**config.mk**
```make
export PLATFORM = sky130hd
export DESIGN_NAME = uart_transceiver
export DESIGN_NICKNAME = d
export VERILOG_FILES = /design/src/rtl/uart_pkg.sv /design/src/rtl/uart_baud_gen.sv /design/src/rtl/uart_transceiver.sv
export SDC_FILE = /design/constraint.sdc
export NUM_CORES = 1
export LEC_CHECK = 0
export ABC_AREA = 0
export CAP_MARGIN = 20
export CORE_MARGIN = 2
export CORE_UTILIZATION = 42
export CTS_BUF_LIST = sky130_fd_sc_hd__clkbuf_4
export CTS_CLUSTER_SIZE = 14
export DETAILED_ROUTE_END_ITERATION = 10
export GPL_TIMING_DRIVEN = 0
export SYNTH_ARGS = -nofsm -noshare
export SYNTH_HDL_FRONTEND = slang
export SYNTH_SLANG_ARGS = --single-unit
```
**constraint.sdc**
```tcl
create_clock -name clk -period 2 [get_ports clk]
set_input_delay 0.4 -clock clk [delete_from_list [all_inputs] [get_ports clk]]
set_output_delay 0.4 -clock clk [all_outputs]
set_load 0.005 [all_outputs]
```
**src/rtl/uart_pkg.sv**
```systemverilog
// uart_pkg: shared FSM types, oversample ratio and baud divisor helper
package uart_pkg;
   localparam int OVERSAMPLE = 16;
   typedef enum logic [1:0] {RX_IDLE, RX_START, RX_DATA, RX_STOP} rx_state_t;
   typedef enum logic [1:0] {TX_IDLE, TX_START, TX_DATA, TX_STOP} tx_state_t;
   function automatic int calc_div(input int clk_hz, input int baud);
      return (clk_hz + baud * OVERSAMPLE / 2) / (baud * OVERSAMPLE);
   endfunction
endpackage

```
**src/rtl/uart_baud_gen.sv**
```systemverilog
// uart_baud_gen: free-running divider issuing a one-cycle 16x oversample tick
module uart_baud_gen
   import uart_pkg::*;
#(
   parameter int CLK_HZ = 50_000_000,
   parameter int BAUD   = 115200
) (
   input  logic clk,
   input  logic reset,
   output logic tick
);
   localparam int DIV = calc_div(CLK_HZ, BAUD);
   localparam int CW  = $clog2(DIV);
   if (DIV < 2) begin : g_div_check
      $error("uart_baud_gen: CLK_HZ/(16*BAUD) must round to at least 2");
   end
   logic [CW-1:0] cnt_q, cnt_d;
   assign tick = cnt_q == CW'(DIV - 1);
   // count 0..DIV-1 and wrap at terminal count
   always_comb cnt_d = tick ? '0 : cnt_q + 1'b1;
   // divider register
   always_ff @(posedge clk) begin
      if (reset) cnt_q <= '0;
      else cnt_q <= cnt_d;
   end
endmodule

```
**src/rtl/uart_transceiver.sv**
```systemverilog
// uart_transceiver: 8N1 LSB-first UART receiver and transmitter, line idle high
module uart_transceiver
   import uart_pkg::*;
#(
   parameter int CLK_HZ = 50_000_000,
   parameter int BAUD   = 115200
) (
   input  logic       clk,
   input  logic       reset,
   input  logic       rx,
   output logic       tx,
   output logic [7:0] rxData,
   output logic       rxReady,
   output logic       rxFrameErr,
   input  logic [7:0] txData,
   input  logic       txStart,
   output logic       txBusy
);
   localparam int BIT_CYC = OVERSAMPLE * calc_div(CLK_HZ, BAUD);
   localparam int CW      = $clog2(BIT_CYC);
   logic            tick, rxs, bit_end;
   logic [1:0]      sync_q, sync_d;
   rx_state_t       rx_state_q, rx_state_d;
   logic [3:0]      sc_q, sc_d;
   logic [2:0]      bc_q, bc_d;
   logic [7:0]      rsh_q, rsh_d, rx_data_q, rx_data_d;
   logic            rx_ready_q, rx_ready_d, rx_err_q, rx_err_d;
   tx_state_t       tx_state_q, tx_state_d;
   logic [CW-1:0]   cyc_q, cyc_d;
   logic [2:0]      tbc_q, tbc_d;
   logic [7:0]      tsh_q, tsh_d;
   logic            tx_q, tx_d;
   uart_baud_gen #(.CLK_HZ(CLK_HZ), .BAUD(BAUD)) u_baud (
      .clk  (clk),
      .reset(reset),
      .tick (tick)
   );
   assign rxs        = sync_q[1];
   assign rxData     = rx_data_q;
   assign rxReady    = rx_ready_q;
   assign rxFrameErr = rx_err_q;
   assign tx         = tx_q;
   assign txBusy     = tx_state_q != TX_IDLE;
   assign bit_end    = cyc_q == CW'(BIT_CYC - 1);
   // RX: synchronise the pin, then step the oversampling FSM on each tick
   always_comb begin
      sync_d     = {sync_q[0], rx};
      rx_state_d = rx_state_q;
      sc_d       = sc_q;
      bc_d       = bc_q;
      rsh_d      = rsh_q;
      rx_data_d  = rx_data_q;
      rx_ready_d = 1'b0;
      rx_err_d   = 1'b0;
      if (tick) begin
         case (rx_state_q)
            RX_IDLE: if (!rxs) begin
               rx_state_d = RX_START;
               sc_d       = '0;
            end
            RX_START: if (sc_q == 4'd7) begin
               if (rxs) rx_state_d = RX_IDLE;
               else rx_state_d = RX_DATA;
               sc_d = '0;
               bc_d = '0;
            end else sc_d = sc_q + 4'd1;
            RX_DATA: begin
               sc_d = sc_q + 4'd1;
               if (sc_q == 4'd15) begin
                  rsh_d = {rxs, rsh_q[7:1]};
                  bc_d  = bc_q + 3'd1;
                  if (bc_q == 3'd7) rx_state_d = RX_STOP;
               end
            end
            default: begin
               sc_d = sc_q + 4'd1;
               if (sc_q == 4'd15) begin
                  rx_state_d = RX_IDLE;
                  rx_ready_d = rxs;
                  rx_err_d   = !rxs;
                  rx_data_d  = rxs ? rsh_q : rx_data_q;
               end
            end
         endcase
      end
   end
   // TX: exact BIT_CYC-cycle bits from a free cycle counter, LSB first
   always_comb begin
      tx_state_d = tx_state_q;
      tbc_d      = tbc_q;
      tsh_d      = tsh_q;
      tx_d       = tx_q;
      cyc_d      = (tx_state_q == TX_IDLE || bit_end) ? '0 : cyc_q + 1'b1;
      case (tx_state_q)
         TX_IDLE: if (txStart) begin
            tx_state_d = TX_START;
            tsh_d      = txData;
            tx_d       = 1'b0;
         end
         TX_START: if (bit_end) begin
            tx_state_d = TX_DATA;
            tbc_d      = '0;
            tx_d       = tsh_q[0];
         end
         TX_DATA: if (bit_end) begin
            tsh_d = tsh_q >> 1;
            tbc_d = tbc_q + 3'd1;
            tx_d  = tbc_q == 3'd7 ? 1'b1 : tsh_q[1];
            if (tbc_q == 3'd7) tx_state_d = TX_STOP;
         end
         default: if (bit_end) tx_state_d = TX_IDLE;
      endcase
   end
   // RX registers; reset drops any partial byte and parks the line high
   always_ff @(posedge clk) begin
      if (reset) begin
         sync_q     <= 2'b11;
         rx_state_q <= RX_IDLE;
         sc_q       <= '0;
         bc_q       <= '0;
         rsh_q      <= '0;
         rx_data_q  <= '0;
         rx_ready_q <= 1'b0;
         rx_err_q   <= 1'b0;
      end else begin
         sync_q     <= sync_d;
         rx_state_q <= rx_state_d;
         sc_q       <= sc_d;
         bc_q       <= bc_d;
         rsh_q      <= rsh_d;
         rx_data_q  <= rx_data_d;
         rx_ready_q <= rx_ready_d;
         rx_err_q   <= rx_err_d;
      end
   end
   // TX registers; reset aborts any frame in flight
   always_ff @(posedge clk) begin
      if (reset) begin
         tx_state_q <= TX_IDLE;
         cyc_q      <= '0;
         tbc_q      <= '0;
         tsh_q      <= '0;
         tx_q       <= 1'b1;
      end else begin
         tx_state_q <= tx_state_d;
         cyc_q      <= cyc_d;
         tbc_q      <= tbc_d;
         tsh_q      <= tsh_d;
         tx_q       <= tx_d;
      end
   end
endmodule

```
==> results of run 1 <==
==> final cells by class <==
type                            instances  area [µm²]
Timing Repair Buffer                   24         235
Inverter                                7        26.3
Clock inverter                          6         106
Fill cell                             569        2820
Clock buffer                           10        75.1
Multi-Input combinational cell        199        1340
Tap cell                               75        93.8
Buffer                                 12        48.8
Sequential cell                        57        1140
==> cells by family after synthesis <==
logic type | after synthesis | synth area share
AND/OR/NAND/NOR | 104 | 0.229
flip-flops | 57 | 0.451
AO/OA/AOI/OAI | 54 | 0.122
multiplexers | 20 | 0.0791
buffers and inverters | 19 | 0.0297
adder cells (fa/ha/maj) | 11 | 0.0544
XOR/XNOR | 10 | 0.0346
==> what timing repair did <==
action / CTS / global route
gates resized for setup: 5 / 3
endpoints found under the setup margin: 1 / 9
pin swaps: 0 / 1
hold buffers: 0 / 0
setup buffers: 1 / 1
==> final timing paths <==
| kind | endpoint | cells after the start |
|---|---|---|
| hold / removal | sc_q[2] | 2 |
| setup / recovery | txBusy | 4 |
| setup reg to reg | tsh_q[6] | 7 |
| hold reg to reg | sync_q[1] | 1 |
==> metal layers <==
layer / vias up / part of all wire
li1: 1041 / -
met1: 901 / 0.51
met2: 41 / 0.43
met3: 7 / 0.051
met4: 0 / 0.011
met5: - / 0
==> flip-flops by register name (all words and copies together), names as in the netlist, 3 cells and up <==
signal / cells
u_baud.cnt_q: 5
bc_q: 3
rxData: 8
rsh_q: 8
tbc_q: 3
sc_q: 4
cyc_q: 9
tsh_q: 8
==> synth_stat cells, types with 3 or more instances <==
cell type	number	area, µm²
o21ai_0	13	65.1
nand3_1	14	70.1
and4_1	3	26.3
xnor2_1	3	26.3
inv_1	7	26.3
nor3b_1	8	60.1
nor2b_1	4	25.0
or2_2	3	18.8
nand4_1	5	31.3
dfxtp_1	57	1140
mux2i_1	20	200
nand2_1	13	48.8
nand3b_1	3	22.5
xor2_1	7	61.3
a21oi_1	28	140
nor2_1	37	139
ha_1	11	138
clkbuf_1	9	33.8
==> worst max-delay path, stage by stage, from the launching register on <==
cell             delay [ns]
dfxtp_2                0.34
inv_1                  0.07
ha_4                   0.18
inv_2                  0.06
clkdlybuf4s50_1        0.49
==> metrics by stage <==
stage	std cells	instance area (µm²)	utilization
after detailed placement	372	2840	0.483
final	390	3070	0.521
after floorplan	275	2530	-
after CTS	389	3050	0.518
after global placement	372	2840	0.483
after global routing	390	3070	0.521
==> power breakdown <==
group,leakage (nW),switching (W),internal (W)
clock network,0.0940,0.000437,0.000641
logic,0.650,0.000366,0.000298
registers,0.463,0.0000530,0.00123
==> impl_metrics.csv, run 1 <==
group,metric,value,unit
placement,io_buffers,22,
routing,route.detailed.wl_per_inst,12.3,µm
critical_path,ff2ff_setup_slack,0.13,ns
min_path,hold_start,"reset",
placement,dpl.hpwl,3.29,mm
clock_network,clockBufferDepth,2,
placement,gp_congestion,0.798,
run_status,outcome,"finished, final reports clean",
grt,grtUsageMet2,0.225,
finish,fin_nets,333,
finish,drive_gt1_frac,0.111,
yosys,synth_cells,275,
finish,final_common_cell,"dfxtp_1",
yosys,avgSynthCellArea,9.20,µm²
grt,grt_busiest_layer,"met2",
power,p_per_area,985,nW/µm²
routing,via_count,1990,
power,p_total,0.00302,W
timing,finalMaxSlewViolations,0,
grt,grt_max_degree,11,
clock_network,cts_tree,"yes",
clock_network,cts.clk_slew.worst_paths,0.10,ns
floorplanning,ios,24,
timing,fin_crit,1.94,ns
min_path,hold_path.class,"input port to flip-flop",
yosys,syn-num-nets,298,
floorplanning,core_area,5890,µm²
timing,timing.fmax,515,MHz
routing,vias_per_cell,5.10,
grt,grt.overflow.total,0,
grt,grt_pass1_wl,7.80,mm
grt,use_met3,0.0593,
clock_network,cts-htree-levels,3,
floorplanning,initial_core_util,0.430,
clock_network,clock_latency,0.40,ns
timing,worst_pin_slew,0.522,ns
yosys,async_flop_share,0,
yosys,ys.flop_type,"dfxtp_1",
timing,hold_viol_final,0,
timing,fin_tns_setup,0,ns
routing,ant_nets,0,
yosys,synth-edff-count,0,
grt,grt_pass1_vias,1689,
critical_path,crit_start,"tx_state_q[0]",
critical_path,cp_max_fo,5,
placement,place_ws,-0.154,ns
finish,num_antenna_cells,0,
critical_path,critical_path_class,"flip-flop to output port",
clock_network,clock-sinks,57,
clock_network,cts_made_buffers,9,
floorplanning,die_h,81.6,µm
critical_path,rr_startpoint,"tx_state_q[0]",
floorplanning,die_area,6660,µm²
critical_path,startpoint_type,"flip-flop",
power,p_leak,1.21,nW
grt,met1_usage,0.204,
routing,drc,0,
floorplanning,rows,28,
critical_path,worstPathRequired,1.60,ns
run,cap_violations,0,
power,irDropWorstVdd,0.520,mV
critical_path,endpoint_kind,"output port",
routing,routed_wirelength,4.80,mm
grt,grt_usage,0.154,
grt,antenna_found_initial,0,
yosys,synthesis.area,2530,µm²
timing,fin_hold_ws,0.382,ns
yosys,synthDistinctLibCells,40,
critical_path,cp.arrival,1.54,ns
timing,fin_ws,0.0592,ns
yosys,yosys_warnings,0,
routing,first_pass_iters,5,
floorplanning,die_w,81.6,µm
yosys,synth_seq_cells,57,
timing,skew,0.0137,ns
finish,layout_common_cells,"55 x dfxtp_1, 37 x nor2_1, 28 x a21oi_1",
timing,slew_headroom,0.651,
clock_network,cts-root-buf,"clkbuf_4",
finish,area_growth,21.3,%
timing,setup_viol,0,
timing,finalCritPeriodShare,0.970,
yosys,synth-seq-area-share,0.451,
routing,drt_iter0_markers,65,
(Power assumes the default switching activity.)
==> run 2: changes to the inputs <==
- CAP_MARGIN: 20 -> 15
==> results of run 2 <==
Final layout, timing and power as in run 1 (identical DEF).
